**src/rtl/fix_msg_link_buffer.sv**
```systemverilog
// Store-and-forward FIX message link: captures one engine's outbound words, commits whole
// messages, then replays each to the peer with a new-message pulse and a ready/valid stream.
module fix_msg_link_buffer #(
    parameter int DATA_W     = 8,
    parameter int DEPTH      = 512,
    parameter int MAX_MSGS   = 4,
    parameter int SKIP_BYTES = 1
) (
    input  logic                          clk,
    input  logic                          rst,
    input  logic                          flush_i,
    input  logic                          in_write_i,
    input  logic [DATA_W-1:0]             in_data_i,
    input  logic                          in_end_i,
    output logic                          in_full_o,
    output logic                          out_new_msg_o,
    output logic                          out_valid_o,
    output logic [DATA_W-1:0]             out_data_o,
    output logic                          out_last_o,
    input  logic                          out_ready_i,
    output logic [$clog2(MAX_MSGS+1)-1:0] msg_count_o,
    output logic [7:0]                    drop_count_o
);
    localparam int AW = $clog2(DEPTH);
    localparam int PW = AW + 1;
    localparam int LW = $clog2(MAX_MSGS);
    localparam int CW = $clog2(MAX_MSGS + 1);

    typedef enum logic [1:0] {
        ST_IDLE     = 2'd0,
        ST_ANNOUNCE = 2'd1,
        ST_STREAM   = 2'd2
    } state_t;

    logic [DATA_W-1:0] mem_r     [DEPTH];
    logic [PW-1:0]     len_mem_r [MAX_MSGS];

    state_t            state_r;
    logic [PW-1:0]     wr_ptr_r, commit_ptr_r, free_ptr_r, rd_ptr_r, remain_r;
    logic [LW-1:0]     len_wr_r, len_rd_r;
    logic [CW-1:0]     msg_count_r;
    logic [7:0]        drop_count_r;
    logic [3:0]        skip_cnt_r;
    logic              ovf_r, full_r, new_msg_r, valid_r, last_r;
    logic [DATA_W-1:0] data_r;

    logic              skip_s, store_s, ovf_hit_s, end_s, commit_s, drop_s, release_s;
    logic [PW-1:0]     wr_inc_s, len_s, wr_next_s, commit_next_s, free_next_s, used_next_s;

    // Inbound word classification and the next values of the shared pointers.
    always_comb begin
        skip_s        = (skip_cnt_r != 4'(SKIP_BYTES));
        store_s       = in_write_i && !skip_s && !full_r && !ovf_r;
        ovf_hit_s     = in_write_i && !skip_s && full_r;
        end_s         = in_write_i && in_end_i;
        wr_inc_s      = store_s ? (wr_ptr_r + PW'(1)) : wr_ptr_r;
        len_s         = wr_inc_s - commit_ptr_r;
        // The slot limit counts the message currently streaming, not just queued lengths.
        commit_s      = end_s && !ovf_r && !ovf_hit_s && (len_s != {PW{1'b0}})
                        && (msg_count_r < CW'(MAX_MSGS));
        drop_s        = end_s && !commit_s;
        release_s     = (state_r == ST_STREAM) && out_ready_i && last_r;
        wr_next_s     = drop_s ? commit_ptr_r : wr_inc_s;
        commit_next_s = commit_s ? wr_inc_s : commit_ptr_r;
        free_next_s   = release_s ? rd_ptr_r : free_ptr_r;
        used_next_s   = wr_next_s - free_next_s;
    end

    // Data and length storage; plain RAM whose contents need no reset.
    always_ff @(posedge clk) begin
        if (store_s) mem_r[wr_ptr_r[AW-1:0]] <= in_data_i;
        if (commit_s) len_mem_r[len_wr_r] <= len_s;
    end

    // Write-side bookkeeping: pointers, skip/overflow tracking, counters and full flag.
    always_ff @(posedge clk or negedge rst) begin
        if (!rst) begin
            wr_ptr_r     <= {PW{1'b0}};
            commit_ptr_r <= {PW{1'b0}};
            free_ptr_r   <= {PW{1'b0}};
            full_r       <= 1'b0;
            len_wr_r     <= {LW{1'b0}};
            skip_cnt_r   <= 4'd0;
            ovf_r        <= 1'b0;
            msg_count_r  <= {CW{1'b0}};
            drop_count_r <= 8'd0;
        end else if (flush_i) begin
            wr_ptr_r     <= {PW{1'b0}};
            commit_ptr_r <= {PW{1'b0}};
            free_ptr_r   <= {PW{1'b0}};
            full_r       <= 1'b0;
            len_wr_r     <= {LW{1'b0}};
            skip_cnt_r   <= 4'd0;
            ovf_r        <= 1'b0;
            msg_count_r  <= {CW{1'b0}};
        end else begin
            wr_ptr_r     <= wr_next_s;
            commit_ptr_r <= commit_next_s;
            free_ptr_r   <= free_next_s;
            full_r       <= (used_next_s == PW'(DEPTH));
            if (commit_s) len_wr_r <= len_wr_r + LW'(1);
            if (end_s) begin
                skip_cnt_r <= 4'd0;
                ovf_r      <= 1'b0;
            end else begin
                if (in_write_i && skip_s) skip_cnt_r <= skip_cnt_r + 4'd1;
                if (ovf_hit_s) ovf_r <= 1'b1;
            end
            case ({commit_s, release_s})
                2'b10:   msg_count_r <= msg_count_r + CW'(1);
                2'b01:   msg_count_r <= msg_count_r - CW'(1);
                default: msg_count_r <= msg_count_r;
            endcase
            if (drop_s && (drop_count_r != 8'hFF)) drop_count_r <= drop_count_r + 8'd1;
        end
    end

    // Read-side sequencer: announce a message, then stream it with one RAM read per handshake.
    always_ff @(posedge clk or negedge rst) begin
        if (!rst) begin
            state_r   <= ST_IDLE;
            rd_ptr_r  <= {PW{1'b0}};
            remain_r  <= {PW{1'b0}};
            len_rd_r  <= {LW{1'b0}};
            new_msg_r <= 1'b0;
            valid_r   <= 1'b0;
            last_r    <= 1'b0;
            data_r    <= {DATA_W{1'b0}};
        end else if (flush_i) begin
            state_r   <= ST_IDLE;
            rd_ptr_r  <= {PW{1'b0}};
            remain_r  <= {PW{1'b0}};
            len_rd_r  <= {LW{1'b0}};
            new_msg_r <= 1'b0;
            valid_r   <= 1'b0;
            last_r    <= 1'b0;
            data_r    <= {DATA_W{1'b0}};
        end else begin
            case (state_r)
                ST_IDLE: begin
                    if (msg_count_r != {CW{1'b0}}) begin
                        state_r   <= ST_ANNOUNCE;
                        new_msg_r <= 1'b1;
                    end
                end
                ST_ANNOUNCE: begin
                    new_msg_r <= 1'b0;
                    valid_r   <= 1'b1;
                    data_r    <= mem_r[rd_ptr_r[AW-1:0]];
                    last_r    <= (len_mem_r[len_rd_r] == PW'(1));
                    remain_r  <= len_mem_r[len_rd_r];
                    rd_ptr_r  <= rd_ptr_r + PW'(1);
                    len_rd_r  <= len_rd_r + LW'(1);
                    state_r   <= ST_STREAM;
                end
                ST_STREAM: begin
                    if (out_ready_i) begin
                        if (last_r) begin
                            valid_r <= 1'b0;
                            last_r  <= 1'b0;
                            state_r <= ST_IDLE;
                        end else begin
                            // remain_r counts the word on the bus, so 2 means the next is final.
                            data_r   <= mem_r[rd_ptr_r[AW-1:0]];
                            last_r   <= (remain_r == PW'(2));
                            remain_r <= remain_r - PW'(1);
                            rd_ptr_r <= rd_ptr_r + PW'(1);
                        end
                    end
                end
                default: begin
                    state_r   <= ST_IDLE;
                    new_msg_r <= 1'b0;
                    valid_r   <= 1'b0;
                    last_r    <= 1'b0;
                end
            endcase
        end
    end

    assign in_full_o     = full_r;
    assign out_new_msg_o = new_msg_r;
    assign out_valid_o   = valid_r;
    assign out_data_o    = data_r;
    assign out_last_o    = last_r;
    assign msg_count_o   = msg_count_r;
    assign drop_count_o  = drop_count_r;

endmodule

```
**config.mk**
```make
export PLATFORM = sky130hd
export DESIGN_NAME = fix_msg_link_buffer
export DESIGN_NICKNAME = d
export VERILOG_FILES = /design/src/rtl/fix_msg_link_buffer.sv
export SDC_FILE = /design/constraint.sdc
export NUM_CORES = 2
export LEC_CHECK = 0
export ABC_AREA = 1
export BUFFER_PORTS_ARGS = -buffer_cell sky130_fd_sc_hd__buf_2
export CAP_MARGIN = 20
export CORE_ASPECT_RATIO = 0.75
export CORE_MARGIN = 2
export CORE_UTILIZATION = 45
export CTS_CLUSTER_SIZE = 28
export DETAILED_ROUTE_END_ITERATION = 8
export PLACE_DENSITY_LB_ADDON = 0.05
export SYNTH_ARGS = -nofsm -noshare
export SYNTH_HDL_FRONTEND = slang
export SYNTH_MEMORY_MAX_BITS = 65536
export SYNTH_SLANG_ARGS = --single-unit
```
**constraint.sdc**
```tcl
create_clock -name clk -period 9.9 [get_ports clk]
set_clock_uncertainty 0.1 [all_clocks]
set_input_delay 1.98 -clock clk [delete_from_list [all_inputs] [get_ports clk]]
set_output_delay 1.98 -clock clk [all_outputs]
set_load 0.03 [all_outputs]
```
Word level (Yosys, flattened, before mapping)
Memories as Yosys holds them, arrays and structs flattened.
Index checks and enable logic that the tools add are counted.
{ "word_totals": {"register_bits": 84, "latchBits": 0, "ramBits": 4136, "mem_bits_ro": 0, "mem_count": 2} }
{ "memory_table": {"columns": ["name", "depth", "word_bits", "read_ports", "rd_clocked_by_memory_dff", "write_ports", "line_no", "text"], "rows": [
  ["mem_r", 512, 8, 1, 0, 1, "35", "logic [DATA_W-1:0] mem_r [DEPTH];"],
  ["len_mem_r", 4, 10, 1, 0, 1, "36", "logic [PW-1:0] len_mem_r [MAX_MSGS];"]
]} }
{ "op_classes": {"n_addsub": 11, "n_mul": 0, "div_mod_pow": 0, "magnitude_cmp": 1, "n_eq_ne": 15, "shifts": 0, "muxes": 52, "bitwise_logic": 1, "n_reduce_logical": 34} }
{ "op_table": {"columns": ["operator", "n"], "rows": [
  ["2-to-1 mux 10 bit", 13],
  ["case mux 10 bit (2 select lines)", 2],
  ["2-to-1 mux 8 bit", 3],
  ["adder 10 x 1 -> 10 bit, second input constant", 2],
  ["subtractor 10 bit", 2],
  ["2-to-1 mux 1 bit", 16],
  ["2-to-1 mux 2 bit", 8],
  ["case mux 8 bit (2 select lines)", 1],
  ["nonzero test 3 bit", 5],
  ["logical AND 1 bit", 14],
  ["2-to-1 mux 4 bit", 3],
  ["!= test 3 bit, second input constant", 4],
  ["== test 10 x 1 -> 1 bit, second input constant", 1],
  ["== test 10 bit, second input constant", 1],
  ["== test 10 x 2 -> 1 bit, second input constant", 1],
  ["nonzero test 10 bit", 1],
  ["subtractor 10 x 1 -> 10 bit, second input constant", 1],
  ["AND reduction 3 bit", 3],
  ["adder 8 x 1 -> 8 bit, second input constant", 1],
  ["!= test 8 bit, second input constant", 1],
  ["case mux 1 bit (3 select lines)", 2],
  ["case mux 2 bit (3 select lines)", 1],
  ["case mux 3 bit (2 select lines)", 1],
  ["AND reduction 2 bit", 3],
  ["15 further kinds", 24]
]} }

Longest topological paths before layout
{ "depth": {"word_depth": 16, "mapped_depth": 36, "ltp_nobuf": 36} }

Least setup slack after synthesis
Ideal clock, no wire load.
{ "synth_timing": {"kind": "input -> register", "start": "input port in_write_i", "end": "register full_r, in the netlist in_full_o", "setup_time_ns": 0.071, "arrival_time_ns": 6.025, "setup_slack_ns": 3.704, "path_stages": 34, "path_buffers": 1, "cell_sequence": "nand3_2 > nor2_4 > nand2_2 > nor2_1 > nand2_1 > nor3_2 > nor2_1 > o21a_1 > inv_2 > ha_1 > nand2_1 > inv_1 > nand3_1 > nand3_1 > nor2_1 > inv_1 > nand2_1 > nand4_2 > nand2_2 > nand2_4 > buf_6 > nand2_1 > nand2_1 > ha_1 > inv_1 > o21bai_1 > nand4_1 > o211ai_1 > a21o_1 > a21oi_1 > xnor2_1 > nor2_1 > nand2_1 > nor2_1"} }
{ "synth_via": {"elab_chain_len": 14} }
{ "synth_lines": {"columns": ["item", "line_no", "text"], "rows": [
  ["start, declared", "12", "input logic in_write_i,"],
  ["logical AND 1 bit", "53, 54", null],
  ["logical AND 1 bit (2 in a row)", "53", "store_s = in_write_i && !skip_s && !full_r && !ovf_r;"],
  ["2-to-1 mux 10 bit", "56", "wr_inc_s = store_s ? (wr_ptr_r + PW'(1)) : wr_ptr_r;"],
  ["subtractor 10 bit", "57", "len_s = wr_inc_s - commit_ptr_r;"],
  ["nonzero test 10 bit", "59", "commit_s = end_s && !ovf_r && !ovf_hit_s && (len_s != {PW{1'b0}})"],
  ["logical AND 1 bit", "59", null],
  ["logical AND 1 bit", "60", "&& (msg_count_r < CW'(MAX_MSGS));"],
  ["logical NOT 1 bit", "61", "drop_s = end_s && !commit_s;"],
  ["logical AND 1 bit", "61", null],
  ["2-to-1 mux 10 bit (*)", "63", "wr_next_s = drop_s ? commit_ptr_r : wr_inc_s;"],
  ["subtractor 10 bit (*)", "66", "used_next_s = wr_next_s - free_next_s;"],
  ["== test 10 bit (*)", "100", "full_r <= (used_next_s == PW'(DEPTH));"],
  ["2-to-1 mux 1 bit (*)", "87", "end else if (flush_i) begin"],
  ["end signal, assigned", "100", null],
  ["end, declared", "44", "logic ovf_r, full_r, new_msg_r, valid_r, last_r;"]
]} }
Mark *: on every way between the ends. The rest lies on a longest branch, timed or not.
A chain may end at the register's enable or synchronous reset.

Worst setup path in the final report
Same ends and word-level chain as after synthesis.

==> results.txt <==
Post-Synth XOR/XNOR Area -> 0.127%
Die area -> 387,000 µm²
Site row count -> 196
Number of synthesized flops with an enable pin -> 4,136
Routed len/inst -> 27.4 µm
Peak supply drop -> 0.272 mV
Period minus WS final -> 6.87 ns
Vias post-DR -> 113,000
Final HPWL DP -> 295,000 µm
Mean post-synth cell area -> 12.0 µm²
Max cap viols -> 0
Clock input transition at the sequential cells of the worst setup and hold paths -> 0.06 ns
Cells on worst reg2reg path -> 35
Status -> finished clean
WS Path Type -> in -> reg
Worst Hold Path Cells -> 2
Fin util -> 50.0%
Fin. Hold Viols -> 0
Prevailing post-synth register cell -> edfxtp_1
# setup viols final -> 0
Starting Density -> 45.2%
Synth cell types -> 47
Net count, final -> 14,100
CTS Buffer Depth -> 4
Synth Area in Adders -> 0.285%
Placed cells -> 18,600
Sequential-to-total area share from yosys stat -> 73.4%
Routed vias/inst -> 5.82
Global-route wire length before repair -> 768,000 µm
Synthesized-area fraction occupied by and/or/nand/nor cells -> 16.6%
Crit path max fanout -> 16
Number of global-route vias before repair -> 108,000
Setup repair bufs after CTS -> 0
Slew at the pin closest to its max-slew limit -> 1.16 ns
Tcrit/Tclk final -> 69.4%
Port Buffers -> 36
Post-synth ARST share -> 1.99%
Die Span Y -> 539 µm
Multiplexer area fraction after synthesis -> 0%
DIE WIDTH -> 718 µm
CTS Root Cell -> clkbuf_16
Startpoint Class -> primary input
Layout cells sized above 1 -> 6.26%
Io pins -> 37
Hold Slack -> 0.377 ns
Total Power -> 48.5 mW
Max_slew headroom -> 22.6%
Sum Neg Setup Slack -> 0 ns
Nature of the critical path endpoint -> flop
Area Overhead vs Synth -> 10.5%
Largest net degree at the start of global routing -> 190
GP Congestion -> 0.850
Initial DRC count -> 13,500
GRT Total Usage -> 26.8%
Leakage -> 65.1 nW
Post-CTS resize count -> 0
Final wirelength -> 532,000 µm
Pwr Density -> 255 nW/µm²
Slowest library cell on the worst path -> nand2_1
Yosys warns -> 0
Post-synthesis cell area -> 172,000 µm²
Post-route ant nets -> 0
Max Transition Viols Final -> 0
Arrival @ worst endpoint -> 7.67 ns
Flops & latches, synth -> 4,220
CTS tree -> yes
CTS Hold Buffers Added -> 0
Core area -> 380,000 µm²
Fmax achieved -> 146 MHz
CTS Buf Count -> 421
Fillcell total -> 33,200
Drt drc -> 0
Hold Crit Class -> reg -> reg
1st-pass router iterations -> 6
Clk_lat worst skew -> 1.00 ns
Post-Synthesis Cells -> 14,300
Fin cells -> 19,400
Worst Path Required -> 10.70 ns
Synth Area in Compound Gates -> 6.24%
Total global routing overflow -> 0
CP peak stage delay -> 0.44 ns
Antenna violations before repair -> 24
Clock sink count -> 4,220
Largest family of logic cells by synthesized area -> simple AND/OR/NAND/NOR gates
RSZ-0062 raised after global routing -> no
H-tree depth -> 5
Syn Nets -> 14,400
[metal layers]
layer  global-route usage [%]  wire [µm]
met2                     40.3     234000
met1                     40.9     239000
met5                        0         31
met4                     6.68      13500
met3                     4.31      45200
[kinds of logic (layout without fill, tap and decap cells)]
group,count (synthesis),after routing
other,0,4
xor gates and xnor gates,25,25
adders and majority gates,38,38
AOI/OAI and AO/OA,1955,1955
buffers and inverters,1232,1259
DFF,4220,4220
and+or+nand+nor,6873,6873
[cells in the final DEF, fill, tap and decap left out, types with 7 or more instances in the layout]
cell,Yosys,final
buf_12,0,45
nand2_4,2,17
o21ai_1,9,9
o211ai_1,55,55
nand2_1,3426,3411
buf_8,0,8
bufinv_16,0,55
clkinv_1,4,94
nor3_1,108,103
nand3_1,1969,1969
edfxtp_1,4136,4136
ha_1,36,36
a211oi_1,28,28
inv_6,0,8
clkbuf_1,401,77
a21oi_1,558,558
xnor2_1,8,8
clkinv_2,0,84
inv_2,12,7
a32o_1,10,10
o21ai_0,859,859
xor2_1,17,17
nor2_1,1332,1327
buf_4,107,140
o22ai_1,325,325
inv_1,243,240
clkbuf_16,0,431
dfrtp_1,84,77
clkinvlp_4,0,12
a21boi_0,100,100
buf_2,292,27
nand4_1,10,10
[metrics by stage]
stage               setup slack (ns)  area [µm²]
floorplan                       3.70      172000
global placement                1.93      176000
detailed placement              1.99      176000
CTS                             3.01      190000
global route                    2.41      190000
finish                          3.03      190000
[Yosys cell counts (36+ instances only)]
cell,instances,area [µm²]
edfxtp_1,4136,124000
nand2_1,3426,12900
nand3_1,1969,9850
nor2_1,1332,5000
o21ai_0,859,4300
a21oi_1,558,2790
clkbuf_1,401,1510
o22ai_1,325,2030
buf_2,292,1460
inv_1,243,912
buf_1,134,503
nor3_1,108,541
buf_4,107,803
a21boi_0,100,751
dfrtp_1,84,2100
o211ai_1,55,413
buf_6,39,439
ha_1,36,450
[state kept, by name (all words and copies together) (netlist names), 3 cells and up]
name and count:
mem_r 4096, len_mem_r 40, commit_ptr_r 10, free_ptr_r 10, rd_ptr_r 10, remain_r 10, wr_ptr_r 10, drop_count_o 8
out_data_o 8, skip_cnt_r 4, msg_count_o 3
[worst max-delay path, delay by kind of cell]
kind	cells	cell delay, ns
xor+xnor	1	0.14
simple gates	22	3.72
buf+inv	6	0.68
compound gates	3	0.55
fa+ha+maj	2	0.57
[path summary, 6_finish.rpt]
| check | from | endpoint | slack (ns) |
|---|---|---|---|
| hold / removal | out_data_o[0] | out_data_o[0] | 0.38 |
| min in group asynchronous | rst | out_data_o[5] | 0.88 |
| setup reg to reg | skip_cnt_r[1] | in_full_o | 3.47 |
| setup / recovery | in_write_i | in_full_o | 3.03 |
| hold reg to reg | out_data_o[0] | out_data_o[0] | 0.38 |
| max in group asynchronous | rst | free_ptr_r[3] | 7.73 |
[report_power, final]
part | leakage, nW | switching (mW) | total, mW | internal (mW)
Sequential | 38.3 | 0.185 | 19.9 | 19.7
Combinational | 19.9 | 9.11 | 12.1 | 3.03
Clock | 6.86 | 6.99 | 16.4 | 9.44
Total | 65.1 | 16.3 | 48.5 | 32.2
[area by class of cell]
class                   instances  area (µm²)  share of cell area [%]
clock inverters               266        2900                    1.52
flip-flops and latches       4220      126000                    66.5
diodes                          4        10.0                 0.00527
well taps                    5049        6320                    3.32
multi-input cells            8891       40200                    21.1
repair buffers                221        2220                    1.17
clock buffers                 513       11100                    5.86
inverters                     259        1020                   0.535
Power figures use the tool's default switching activity.
